==> src/rtl/bpb_pkg.sv <==
// Shared types and constants for the branch prediction block.
// Used by the BHT arbiter, its update FIFO and the counter logic.
package bpb_pkg;

   localparam int BPB_E = 8;

   typedef enum logic [1:0] {
      INIT,
      IDLE,
      RMW_RD,
      RMW_WR
   } bht_state_e;

   localparam logic [1:0] CNT_STRONG_NT = 2'b00;
   localparam logic [1:0] CNT_WEAK_NT   = 2'b01;
   localparam logic [1:0] CNT_WEAK_T    = 2'b10;
   localparam logic [1:0] CNT_STRONG_T  = 2'b11;

   typedef struct packed {
      logic [BPB_E-1:0] index;
      logic             taken;
   } bht_upd_t;

endpackage

==> src/rtl/bht_upd_fifo.sv <==
// Synchronous FIFO of pending BHT counter updates.
// Pointers carry one extra wrap bit to tell full from empty.
module bht_upd_fifo
   import bpb_pkg::*;
#(
   parameter int DEPTH = 4
) (
   input  logic     clk_i,
   input  logic     rst_i,
   input  logic     flush_i,
   input  logic     push_i,
   input  bht_upd_t data_i,
   input  logic     pop_i,
   output bht_upd_t head_o,
   output logic     full_o,
   output logic     empty_o
);

   localparam int AW = $clog2(DEPTH);

   logic [AW:0] wr_ptr_q;
   logic [AW:0] rd_ptr_q;
   bht_upd_t    mem_q [DEPTH];
   logic        do_push;
   logic        do_pop;

   assign full_o  = (wr_ptr_q[AW] != rd_ptr_q[AW]) &&
                    (wr_ptr_q[AW-1:0] == rd_ptr_q[AW-1:0]);
   assign empty_o = (wr_ptr_q == rd_ptr_q);
   assign do_push = push_i && !full_o;
   assign do_pop  = pop_i && !empty_o;
   assign head_o  = mem_q[rd_ptr_q[AW-1:0]];

   always_ff @(posedge clk_i or posedge rst_i) begin
      if (rst_i) begin
         wr_ptr_q <= '0;
         rd_ptr_q <= '0;
      end else if (flush_i) begin
         wr_ptr_q <= '0;
         rd_ptr_q <= '0;
      end else begin
         if (do_push) wr_ptr_q <= wr_ptr_q + 1'b1;
         if (do_pop)  rd_ptr_q <= rd_ptr_q + 1'b1;
      end
   end

   always_ff @(posedge clk_i) begin
      if (do_push) mem_q[wr_ptr_q[AW-1:0]] <= data_i;
   end

endmodule

==> src/rtl/state_switch.sv <==
// 2-bit saturating branch counter step.
// Taken moves toward strong-taken, not-taken toward strong-not-taken.
module state_switch
   import bpb_pkg::*;
(
   input  logic [1:0] state_i,
   input  logic       taken_i,
   output logic [1:0] state_o
);

   always_comb begin
      state_o = state_i;
      if (taken_i) begin
         if (state_i != CNT_STRONG_T) state_o = state_i + 2'd1;
      end else begin
         if (state_i != CNT_STRONG_NT) state_o = state_i - 2'd1;
      end
   end

endmodule

==> src/rtl/bht_arbiter.sv <==
// Shares the single BHT port between fetch lookups and
// queued commit updates (two-cycle read-modify-write), plus table clear.
module bht_arbiter
   import bpb_pkg::*;
#(
   parameter int SIZE_WIDTH = BPB_E,
   parameter int FIFO_DEPTH = 4
) (
   input  logic                  clk_i,
   input  logic                  rst_i,
   input  logic                  flush_i,
   input  logic                  lookup_valid_i,
   input  logic [SIZE_WIDTH-1:0] lookup_index_i,
   output logic                  lookup_ready_o,
   output logic                  pred_valid_o,
   output logic [1:0]            pred_o,
   input  logic                  upd_valid_i,
   input  logic [SIZE_WIDTH-1:0] upd_index_i,
   input  logic                  upd_taken_i,
   output logic                  upd_ready_o,
   output logic                  tbl_en_o,
   output logic                  tbl_we_o,
   output logic [SIZE_WIDTH-1:0] tbl_addr_o,
   output logic [1:0]            tbl_wdata_o,
   input  logic [1:0]            tbl_rdata_i,
   output logic                  busy_o
);

   localparam logic [SIZE_WIDTH-1:0] CLR_LAST = '1;

   bht_state_e            state_q;
   logic [SIZE_WIDTH-1:0] clr_cnt_q;
   logic                  pred_valid_q;

   logic                  fifo_full;
   logic                  fifo_empty;
   logic                  push;
   logic                  pop;
   logic                  lookup_fire;
   bht_upd_t              push_data;
   bht_upd_t              head;
   logic [SIZE_WIDTH-1:0] head_idx;
   logic [1:0]            cnt_next;

   assign lookup_ready_o = (state_q == IDLE) && !fifo_full;
   assign upd_ready_o    = (state_q != INIT) && !fifo_full;
   assign lookup_fire    = lookup_valid_i && lookup_ready_o && !flush_i;
   assign push           = upd_valid_i && upd_ready_o && !flush_i;
   assign pop            = (state_q == RMW_WR) && !flush_i;
   assign busy_o         = (state_q == INIT);

   assign push_data.index = BPB_E'(upd_index_i);
   assign push_data.taken = upd_taken_i;
   assign head_idx        = SIZE_WIDTH'(head.index);

   assign pred_valid_o = pred_valid_q && !flush_i;
   assign pred_o       = pred_valid_o ? tbl_rdata_i : CNT_STRONG_NT;

   bht_upd_fifo #(
      .DEPTH (FIFO_DEPTH)
   ) u_fifo (
      .clk_i   (clk_i),
      .rst_i   (rst_i),
      .flush_i (flush_i),
      .push_i  (push),
      .data_i  (push_data),
      .pop_i   (pop),
      .head_o  (head),
      .full_o  (fifo_full),
      .empty_o (fifo_empty)
   );

   state_switch u_cnt (
      .state_i (tbl_rdata_i),
      .taken_i (head.taken),
      .state_o (cnt_next)
   );

   // A flushed RMW or clear step must not touch the table.
   always_comb begin
      tbl_en_o    = 1'b0;
      tbl_we_o    = 1'b0;
      tbl_addr_o  = '0;
      tbl_wdata_o = CNT_STRONG_NT;
      unique case (state_q)
         INIT: begin
            tbl_en_o   = 1'b1;
            tbl_we_o   = !rst_i && !flush_i;
            tbl_addr_o = clr_cnt_q;
         end
         IDLE: begin
            tbl_en_o   = lookup_fire;
            tbl_addr_o = lookup_fire ? lookup_index_i : '0;
         end
         RMW_RD: begin
            tbl_en_o   = !flush_i;
            tbl_addr_o = head_idx;
         end
         RMW_WR: begin
            tbl_en_o    = !flush_i;
            tbl_we_o    = !flush_i;
            tbl_addr_o  = head_idx;
            tbl_wdata_o = cnt_next;
         end
      endcase
   end

   always_ff @(posedge clk_i or posedge rst_i) begin
      if (rst_i) begin
         state_q      <= INIT;
         clr_cnt_q    <= '0;
         pred_valid_q <= 1'b0;
      end else if (flush_i) begin
         state_q      <= INIT;
         clr_cnt_q    <= '0;
         pred_valid_q <= 1'b0;
      end else begin
         pred_valid_q <= lookup_fire;
         unique case (state_q)
            INIT: begin
               clr_cnt_q <= clr_cnt_q + 1'b1;
               if (clr_cnt_q == CLR_LAST) state_q <= IDLE;
            end
            IDLE: begin
               // an update arriving now starts its RMW next cycle
               if (fifo_full)
                  state_q <= RMW_RD;
               else if (lookup_valid_i)
                  state_q <= IDLE;
               else if (!fifo_empty || push)
                  state_q <= RMW_RD;
            end
            RMW_RD: state_q <= RMW_WR;
            RMW_WR: state_q <= IDLE;
         endcase
      end
   end

endmodule

==> config.mk <==
export PLATFORM = sky130hd
export DESIGN_NAME = bht_arbiter
export DESIGN_NICKNAME = d
export VERILOG_FILES = /design/src/rtl/bpb_pkg.sv /design/src/rtl/bht_upd_fifo.sv /design/src/rtl/state_switch.sv /design/src/rtl/bht_arbiter.sv
export SDC_FILE = /design/constraint.sdc
export NUM_CORES = 1
export LEC_CHECK = 0
export ABC_CLOCK_PERIOD_IN_PS = 4100
export BUFFER_PORTS_ARGS = -buffer_cell sky130_fd_sc_hd__buf_2
export CAP_MARGIN = 20
export CORE_MARGIN = 2
export CORE_UTILIZATION = 60
export DETAILED_ROUTE_END_ITERATION = 7
export GPL_ROUTABILITY_DRIVEN = 0
export PLACE_DENSITY = 0.84
export SYNTH_ARGS = -nofsm -noshare
export SYNTH_HDL_FRONTEND = slang
export SYNTH_SLANG_ARGS = --single-unit
==> constraint.sdc <==
create_clock -name clk_i -period 4.1 [get_ports clk_i]
set_input_delay 0.205 -clock clk_i [delete_from_list [all_inputs] [get_ports clk_i]]
set_output_delay 0.205 -clock clk_i [all_outputs]
set_load 0.02 [all_outputs]
After elaboration in Yosys (flattened, before gate mapping):

Memory sizes are Yosys's and may differ from the RTL's.
Index checks and enable logic that the tools add are counted.

* $add $sub $neg: 5
* equality and inequality tests: 10
* multiplexer cells: 24
* reduce and logical (&&, ||, !) cells: 25

Operator list (count)
* two-way mux 8 bit: 3
* one-hot mux 8 bit (3 select lines): 1
* two-way mux 2 bit: 10
* logical AND 1 bit: 12
* two-way mux 3 bit: 4
* nonzero test 2 bit: 5
* adder 8 x 1 -> 8 bit (second input constant): 1
* == test 8 bit (second input constant): 1
* one-hot mux 2 bit (4 select lines): 1
* adder 3 x 1 -> 3 bit (second input constant): 2
* != test 5 x 3 -> 1 bit (second input constant): 1
* == test 2 bit (second input constant): 2
* logical NOT 1 bit: 4
* == test 3 bit: 1
* two-way mux 1 bit: 3
* != test 3 x 2 -> 1 bit (second input constant): 1
* one-hot mux 1 bit (3 select lines): 1
* adder 2 x 1 -> 2 bit (second input constant): 1
* == test 2 x 1 -> 1 bit (second input constant): 1
* == test 2 bit: 1
* logical NOT 2 bit: 1
* != test 2 bit (second input constant): 1
* one-hot mux 1 bit (2 select lines): 1
* AND reduction 2 bit: 1
* other kinds (4): 4

* bits in registers: 17
* RAM bits: 36
* output and inout port bits: 18
* word-level logic and storage cells: 70
* memories kept: 1

Memories
* u_fifo.mem_q: words 4, width 9, read ports 1, clocked after Yosys merged registers in 0, wr ports 1, line bht_upd_fifo.sv:23 `bht_upd_t mem_q [DEPTH];`

Depth between registers and ports, before layout:

Gate-level depths: netlist (run 1).

* depth after elaboration: 12
* mapped depth: 7

By module:

From an unflattened synthesis (run 1), not the netlist that was laid out.

* cell total of the unflattened synthesis: 216
* area total of the unflattened synthesis: 2725.1 um2

Modules (own cells, without submodules)
* bht_upd_fifo: instances 1, cells each 110, area each 1840.5 um2
* bht_arbiter: instances 1, cells each 103, area each 858.3 um2
* state_switch: instances 1, cells each 3, area each 26.3 um2

Least setup slack after synthesis (run 1):

Ideal clock, no wire load.

* path type: register to register
* start: register state_q[0]
* end: memory u_fifo.mem_q[0][0] in the netlist's numbering, enable pin
* library setup time: 0.338 ns
* arrival time: 1.833 ns
* required time: 3.762 ns
* setup slack: 1.930 ns
* cell stages (with the launch flop): 7
* path buffers: 1
* clock period less this slack: 2.170 ns
* cell sequence: dfrtp_1 -> inv_1 -> ha_1 -> clkbuf_1 -> nand2b_1 -> a31oi_1 -> and3_1

* longest elaborated chain between the ends: 7

RTL lines
* from (decl): line bht_arbiter.sv:31 `bht_state_e state_q;`
* from (signal assigned): line bht_arbiter.sv:110 `state_q <= INIT;`
* from (signal assigned): line bht_arbiter.sv:114 `state_q <= INIT;`
* from (signal assigned): line bht_arbiter.sv:122 `if (clr_cnt_q == CLR_LAST) state_q <= IDLE;`
* nonzero test 2 bit: line bht_arbiter.sv:46 `assign upd_ready_o = (state_q != INIT) && !fifo_full;`
* logical AND 1 bit: line bht_arbiter.sv:46
* logical AND 1 bit (2 in series): line bht_arbiter.sv:48 `assign push = upd_valid_i && upd_ready_o && !flush_i;`
* logical AND 1 bit: line bht_upd_fifo.sv:30 `assign do_push = push_i && !full_o;`
* two-way mux 1 bit: line bht_upd_fifo.sv:48 `if (do_push) mem_q[wr_ptr_q[AW-1:0]] <= data_i;`
* two-way mux 1 bit (not written as such): line bht_upd_fifo.sv:48
* to (decl): line bht_upd_fifo.sv:23

No other way between the ends.

Final worst setup path (run 1):

* start: register u_fifo.rd_ptr_q[0]
* end: output tbl_addr_o[5]

* longest elaborated chain between the ends: 8

RTL lines
* from (decl): line bht_upd_fifo.sv:22 `logic [AW:0] rd_ptr_q;`
* from (signal assigned): line bht_upd_fifo.sv:43 `if (do_pop) rd_ptr_q <= rd_ptr_q + 1'b1;`
* == test 2 bit: line bht_upd_fifo.sv:28 `(wr_ptr_q[AW-1:0] == rd_ptr_q[AW-1:0]);`
* logical AND 1 bit: line bht_upd_fifo.sv:27 `assign full_o = (wr_ptr_q[AW] != rd_ptr_q[AW]) &&`
* logical NOT 1 bit: line bht_arbiter.sv:45 `assign lookup_ready_o = (state_q == IDLE) && !fifo_full;`
* logical AND 1 bit: line bht_arbiter.sv:45
* logical AND 1 bit (2 in series): line bht_arbiter.sv:47 `assign lookup_fire = lookup_valid_i && lookup_ready_o && !flush_i;`
* two-way mux 8 bit: line bht_arbiter.sv:93 `tbl_addr_o = lookup_fire ? lookup_index_i : '0;`
* one-hot mux 8 bit (3 select lines) *: line bht_arbiter.sv:85 `unique case (state_q)`
* to (decl): line bht_arbiter.sv:23 `output logic [SIZE_WIDTH-1:0] tbl_addr_o,`

Every way passes the cells marked *; elsewhere a longest branch is shown, timed or not.

==> run metrics, run 1 <==
Initial Util 63.4%; Final Max Tran Viols 0; Final Core Density 71.4%; violated checks hold timing; Clock Root Buffer clkbuf_8; detailed-route vias per instance 5.88; Critical Path AT 2.58 ns; Chip Width roughly 70 um; Achievable Freq ~360 MHz; Tcrit/Tclk final 67.9%; routed wl met3 261 um; Worst R2R End u_fifo.mem_q[1][0]$_DFFE_PP_; Nets 269; dpl hpwl about 3.6 mm; final setup vio count 0; crit path kind reg2out; Net Count, Synth between 200 and 250; Post-synth ARST share about a third; Final ANT Viol Nets 0; clock latency on the worst-skew pair 0.33 ns; clock-pin transition on the worst setup and hold timing paths ~0.11 ns; syn_area_per_cell 13.3 um2; setup TNS 0 ns; synth unique cells 41; CTS tree built; critical path launch point type register; vias in the first global route 1666; Post-synth EDFFs 36; synthesized flop and latch total 53; Synth Warn # 0; CP Buf/Inv Count 1; Total GRT Usage 21.7%; post-cts sizing count 0; Max IR drop VDD 0.000317 V; iteration count of the initial detailed-routing pass 4; Die ar. roughly 5000 um2; final wirelength 4.87 mm; die height 69.7 um; Synth Cell Area 2590 um2; largest net degree at the start of global routing 29; synth-to-layout area growth 12.6%; commonest non-fill, non-tap cell in the layout buf_2; type of element capturing the critical path output port; clock sinks 53; most frequent cells in the layout 41 x buf_2, 36 x edfxtp_1, 17 x dfrtp_1; DR iter-0 viols 98; RSZ-0062 raised after global routing no; HP Class in2async; Final Hold Slack -0.0260 ns; status finished, violations left; clk_skew 0.0121 ns; Port Buffers 41; Ant. Diodes 0; crit path cell chain xnor2_1, a311oi_4, a22oi_1, o21ai_1, buf_2; worst stage delay on the critical path around 0.8 ns; CP Max Fanout 13; crit-path leading delay family compound AO/OA/AOI/OAI gates; first-pass GRT wire length 8.07 mm; Post-CTS Hold Buffers 0; post-place setup slack 1.48 ns; Avg WL per Cell 17.0 um; Core Box Area approximately 4000 um2; via count 1681; cells on worst reg2reg path 5; Clock Tree Buf Depth 2; Seq/Total Area, Yosys 58.1%; Final WS setup 1.32 ns; M1 WL around 2.2 mm; initial antenna violation count 0; Max-cap violations 0; P_leak 1.18 nW; Power Total about 0.0013 W; Post-synth top flop edfxtp_1; Pwr Density 462 nW/um2; H-Tree Depth 2; Mapped Cells 195; setup bufs post-CTS 0; CTS Buf Count 5; final hold violations 17; CP Data Required Time approximately 4 ns; Rows 23; total global routing overflow 0; slowest stage cell, crit path dfrtp_1; max_slew headroom 39.9%; Detail Route met2 WL around 2.3 mm; post-route minimum period 2.78 ns; R2R Path Start state_q[0]$_DFFE_PP0P_; Top Layer Used met4; share of cells above drive strength 1 between 20% and 30%; I/O pins 42; Worst R2R Setup Slack approximately 1.4 ns; Tightest Pin Transition between 0.9 and 1 ns; DRC violations left 0
[how the worst max path moves through the flow]
stage | start | to | slack, ns | cells past startpoint
finish | u_fifo.rd_ptr_q[0]$_DFFE_PP0P_ | tbl_addr_o[5] | 1.32 | 5
global route | u_fifo.rd_ptr_q[0]$_DFFE_PP0P_ | tbl_addr_o[4] | 1.06 | 5
CTS | u_fifo.rd_ptr_q[0]$_DFFE_PP0P_ | tbl_addr_o[4] | 1.29 | 5
detailed placement | state_q[0]$_DFFE_PP0P_ | u_fifo.mem_q[0][8]$_DFFE_PP_ | 1.48 | 5
global placement | state_q[0]$_DFFE_PP0P_ | u_fifo.mem_q[1][7]$_DFFE_PP_ | 1.58 | 5
floorplan | state_q[0]$_DFFE_PP0P_ | u_fifo.mem_q[0][0]$_DFFE_PP_ | 1.93 | 6
[cells by family after synthesis]
logic type / after synthesis / synth area share (%)
fa+ha+maj: 11 / 5.21
xor+xnor: 14 / 4.73
simple gates: 49 / 9.31
mux: 13 / 9.46
flops: 53 / 58.1
buf+inv: 17 / 2.80
compound gates: 38 / 10.4
[cell usage after synthesis, types with 3 or more instances]
cell      number  area [um2]
edfxtp_1      36        1080
dfrtp_1       17         425
nand2_1       12        45.0
nor2_1        12        45.0
ha_1          10         125
inv_1          9        33.8
mux4_2         9         203
xor2_1         9        78.8
a22oi_1        8        60.1
o21ai_1        8        40.0
a21oi_1        5        25.0
and3_1         5        31.3
nand4_1        5        31.3
xnor2_1        5        43.8
clkbuf_1       4        15.0
o21ai_0        4        20.0
and2_1         3        18.8
nor3_1         3        15.0
[stage by stage]
| stage | area [um2] | cells | hold WS (ns) |
|---|---|---|---|
| 3_3_place_gp | 2820 | 278 | 0.344 |
| 5_1_grt | 2920 | 286 | 0.0485 |
| 3_5_place_dp | 2820 | 278 | 0.356 |
| 4_1_cts | 2920 | 286 | 0.00218 |
| 2_1_floorplan | 2590 | 195 | 0.139 |
| 6_report | 2920 | 286 | -0.0260 |
[worst reg2reg max path, cell delays in order (launching register included)]
cell and delay [ns]:
dfrtp_1 0.41, inv_1 0.09, ha_1 0.51, nand2b_1 0.32, a31oi_1 0.49, and3_1 0.51
[registers in the layout, summed over array words and instances, names as in the netlist]
name             flops
clr_cnt_q            8
u_fifo.mem_q        36
pred_valid_q         1
state_q              2
u_fifo.rd_ptr_q      3
u_fifo.wr_ptr_q      3
[area by class of cell]
class                      instances  area [um2]
inverter                           9        33.8
timing repair buffer              41         205
clock inverter                     3        28.8
sequential                        53        1510
tap                               50        62.6
clock buffer                       5        68.8
multi-input combinational        125        1010
fill                             289        1170
[per-layer routing]
metal  vias to the layer above  global-route usage, %
met1                       807                   30.1
met5                         -                      0
met4                         0                   8.55
met3                        12                   5.52
li1                        809                      -
met2                        53                   33.2
[power breakdown]
group | switching, W | internal [W] | total (W)
Combinational | 0.000242 | 0.000143 | 0.000384
Clock | 0.000191 | 0.000129 | 0.000320
Sequential | 0.0000340 | 0.000611 | 0.000645
Total | 0.000467 | 0.000882 | 0.00135
(Power assumes the default switching activity.)
==> inputs of run 2 (changes only) <==
--- a/config.mk
+++ b/config.mk
@@ -5,14 +5,14 @@
 export SDC_FILE = /design/constraint.sdc
 export NUM_CORES = 1
 export LEC_CHECK = 0
-export ABC_CLOCK_PERIOD_IN_PS = 4100
+export ABC_CLOCK_PERIOD_IN_PS = 2600
 export BUFFER_PORTS_ARGS = -buffer_cell sky130_fd_sc_hd__buf_2
 export CAP_MARGIN = 20
 export CORE_MARGIN = 2
-export CORE_UTILIZATION = 60
+export CORE_UTILIZATION = 56
 export DETAILED_ROUTE_END_ITERATION = 7
 export GPL_ROUTABILITY_DRIVEN = 0
-export PLACE_DENSITY = 0.84
+export PLACE_DENSITY = 0.79
 export SYNTH_ARGS = -nofsm -noshare
 export SYNTH_HDL_FRONTEND = slang
 export SYNTH_SLANG_ARGS = --single-unit
==> constraint.sdc (replaced) <==
create_clock -name clk_i -period 2.6 [get_ports clk_i]
set_input_delay 0.13 -clock clk_i [delete_from_list [all_inputs] [get_ports clk_i]]
set_output_delay 0.13 -clock clk_i [all_outputs]
set_load 0.02 [all_outputs]
==> run metrics, run 2 (synthesized netlist as in run 1, its figures left out) <==
status finished clean (was finished, violations left); I/O pins 42 (unchanged); Post-CTS Hold Buffers 1 (was 0); die height 72.0 um (was 69.7 um); CP Max Fanout 10 (was 13); fill count 321 (was 289); P_leak 1.20 nW (was 1.18 nW); most frequent cells in the layout 41 x buf_2, 36 x edfxtp_1, 17 x dfrtp_1 (unchanged); Total GRT Usage 20.6% (was 21.7%); max_slew headroom 65.0% (was 39.9%); Initial Util 58.7% (was 63.4%); final setup vio count 0 (unchanged); setup TNS 0 ns (unchanged); H-Tree Depth 2 (unchanged); detailed-route vias per instance 5.70 (was 5.88); Pwr Density 703 nW/um2 (was 462 nW/um2); clock latency on the worst-skew pair 0.30 ns (was 0.33 ns); largest net degree at the start of global routing 28 (was 29); setup bufs post-CTS 0 (unchanged); flip-flop count of the largest register after layout 36 (unchanged); Max-cap violations 0 (unchanged); commonest non-fill, non-tap cell in the layout buf_2 (unchanged); Final Max Tran Viols 0 (unchanged); final wirelength 4.85 mm (was 4.87 mm); vias in the first global route 1650 (was 1666); Tcrit/Tclk final 91.1%; Avg WL per Cell 16.5 um (was 17.0 um); Power Total 0.00208 W (was 0.00135 W); Die ar. 5190 um2 (was 4860 um2); critical path launch point type register (unchanged); RSZ-0062 raised after global routing no (unchanged); CTS tree built (unchanged); CTS Buf Count 5 (unchanged); CP Data Required Time 2.47 ns (was 3.89 ns); DRC violations left 0 (unchanged); type of element capturing the critical path output port (unchanged); iteration count of the initial detailed-routing pass 4 (unchanged); Max IR drop VDD 0.000416 V (was 0.000317 V); total global routing overflow 0 (unchanged); DR iter-0 viols 101 (was 98); first-pass GRT wire length 7.89 mm (was 8.07 mm); via count 1675 (was 1681); Final ANT Viol Nets 0 (unchanged); Port Buffers 41 (unchanged); crit path kind reg2out (unchanged); post-route minimum period 2.37 ns; final hold violations 0 (was 17); Achievable Freq ~420 MHz; clock sinks 53 (unchanged); Critical Path AT 2.24 ns (was 2.58 ns); Core Box Area 4410 um2 (was 4090 um2); Chip Width 72.0 um (was 69.7 um); Nets 275 (was 269); Clock Root Buffer clkbuf_8 (unchanged); dpl hpwl 3.63 mm (was 3.57 mm); post-cts sizing count 0 (unchanged); Ant. Diodes 0 (unchanged); Tightest Pin Transition 0.521 ns (was 0.902 ns); Rows 24 (was 23); Clock Tree Buf Depth 2 (unchanged); share of cells above drive strength 1 28.5% (was 27.5%); initial antenna violation count 0 (unchanged); clk_skew 0.00431 ns (was 0.0121 ns); HP Class in2reg (was in2async); clock-pin transition on the worst setup and hold timing paths 0.09 ns (was 0.11 ns); synth-to-layout area growth 14.2% (was 12.6%)
run 2: cell types whose count changed in the layout (fill, tap and decap cells not counted):
cell and delta:
dlygate4sd3_1 +1, inv_8 -1, clkinv_1 +1, buf_4 +5
clkinvlp_4 +1, inv_6 -1
run 2: routing by layer:
metal | part of all wire (%) | global-route usage [%] | up-vias
li1 | - | - | 825
met1 | 42 | 27.7 | 807
met3 | 5.8 | 5.83 | 4
met2 | 51 | 33.2 | 39
met5 | 0 | 0 | -
met4 | 0.52 | 5.66 | 0
run 2: worst max-delay path, cell delays in order, from the launching register on:
cell and delay [ns]:
dfrtp_1 0.59, xnor2_1 0.23, a311oi_4 0.58, a22oi_1 0.18, o21ai_1 0.18, buf_2 0.19
run 2: where the power goes:
group	total (W)	switching, W	internal, W
combinational	0.000615	0.000379	0.000236
clock	0.000450	0.000260	0.000190
sequential	0.00102	0.0000525	0.000963
run 2: layout make-up:
type	instances	area, um2	share of cell area [%]
flip-flops and latches	53	1510	50.9
multi-input cells	125	1010	34.2
repair buffers	47	253	8.54
clock buffers	5	68.8	2.32
well taps	52	65.1	2.20
inverters	9	33.8	1.14
clock inverters	3	20.0	0.676
run 2: per-stage QoR:
stage | utilization [%] | setup slack, ns | cell area, um2 | instances | hold slack, ns
2_1_floorplan | - | 0.430 | 2590 | 195 | 0.0644
3_3_place_gp | 64.8 | 0.600 | 2860 | 285 | 0.153
3_5_place_dp | 64.8 | 0.529 | 2860 | 285 | 0.155
4_1_cts | 67.1 | 0.227 | 2960 | 294 | 0.0291
5_1_grt | 67.1 | 0.0846 | 2960 | 294 | 0.0200
6_report | 67.1 | 0.233 | 2960 | 294 | 0.0354
run 2: worst paths after layout:
path | startpoint | end | slack, ns | depth (start not counted)
setup / recovery | u_fifo.rd_ptr_q[0]$_DFFE_PP0P_ | tbl_addr_o[0] | 0.23 | 5
hold / removal | upd_index_i[0] | u_fifo.mem_q[1][1]$_DFFE_PP_ | 0.04 | 1
setup reg to reg | state_q[0]$_DFFE_PP0P_ | u_fifo.mem_q[0][0]$_DFFE_PP_ | 0.52 | 5
hold reg to reg | state_q[1]$_DFFE_PP0P_ | state_q[1]$_DFFE_PP0P_ | 0.56 | 1
max in group asynchronous | rst_i | u_fifo.wr_ptr_q[2]$_DFFE_PP0P_ | 2.03 | 4
min in group asynchronous | rst_i | clr_cnt_q[3]$_DFFE_PP0P_ | 0.37 | 4
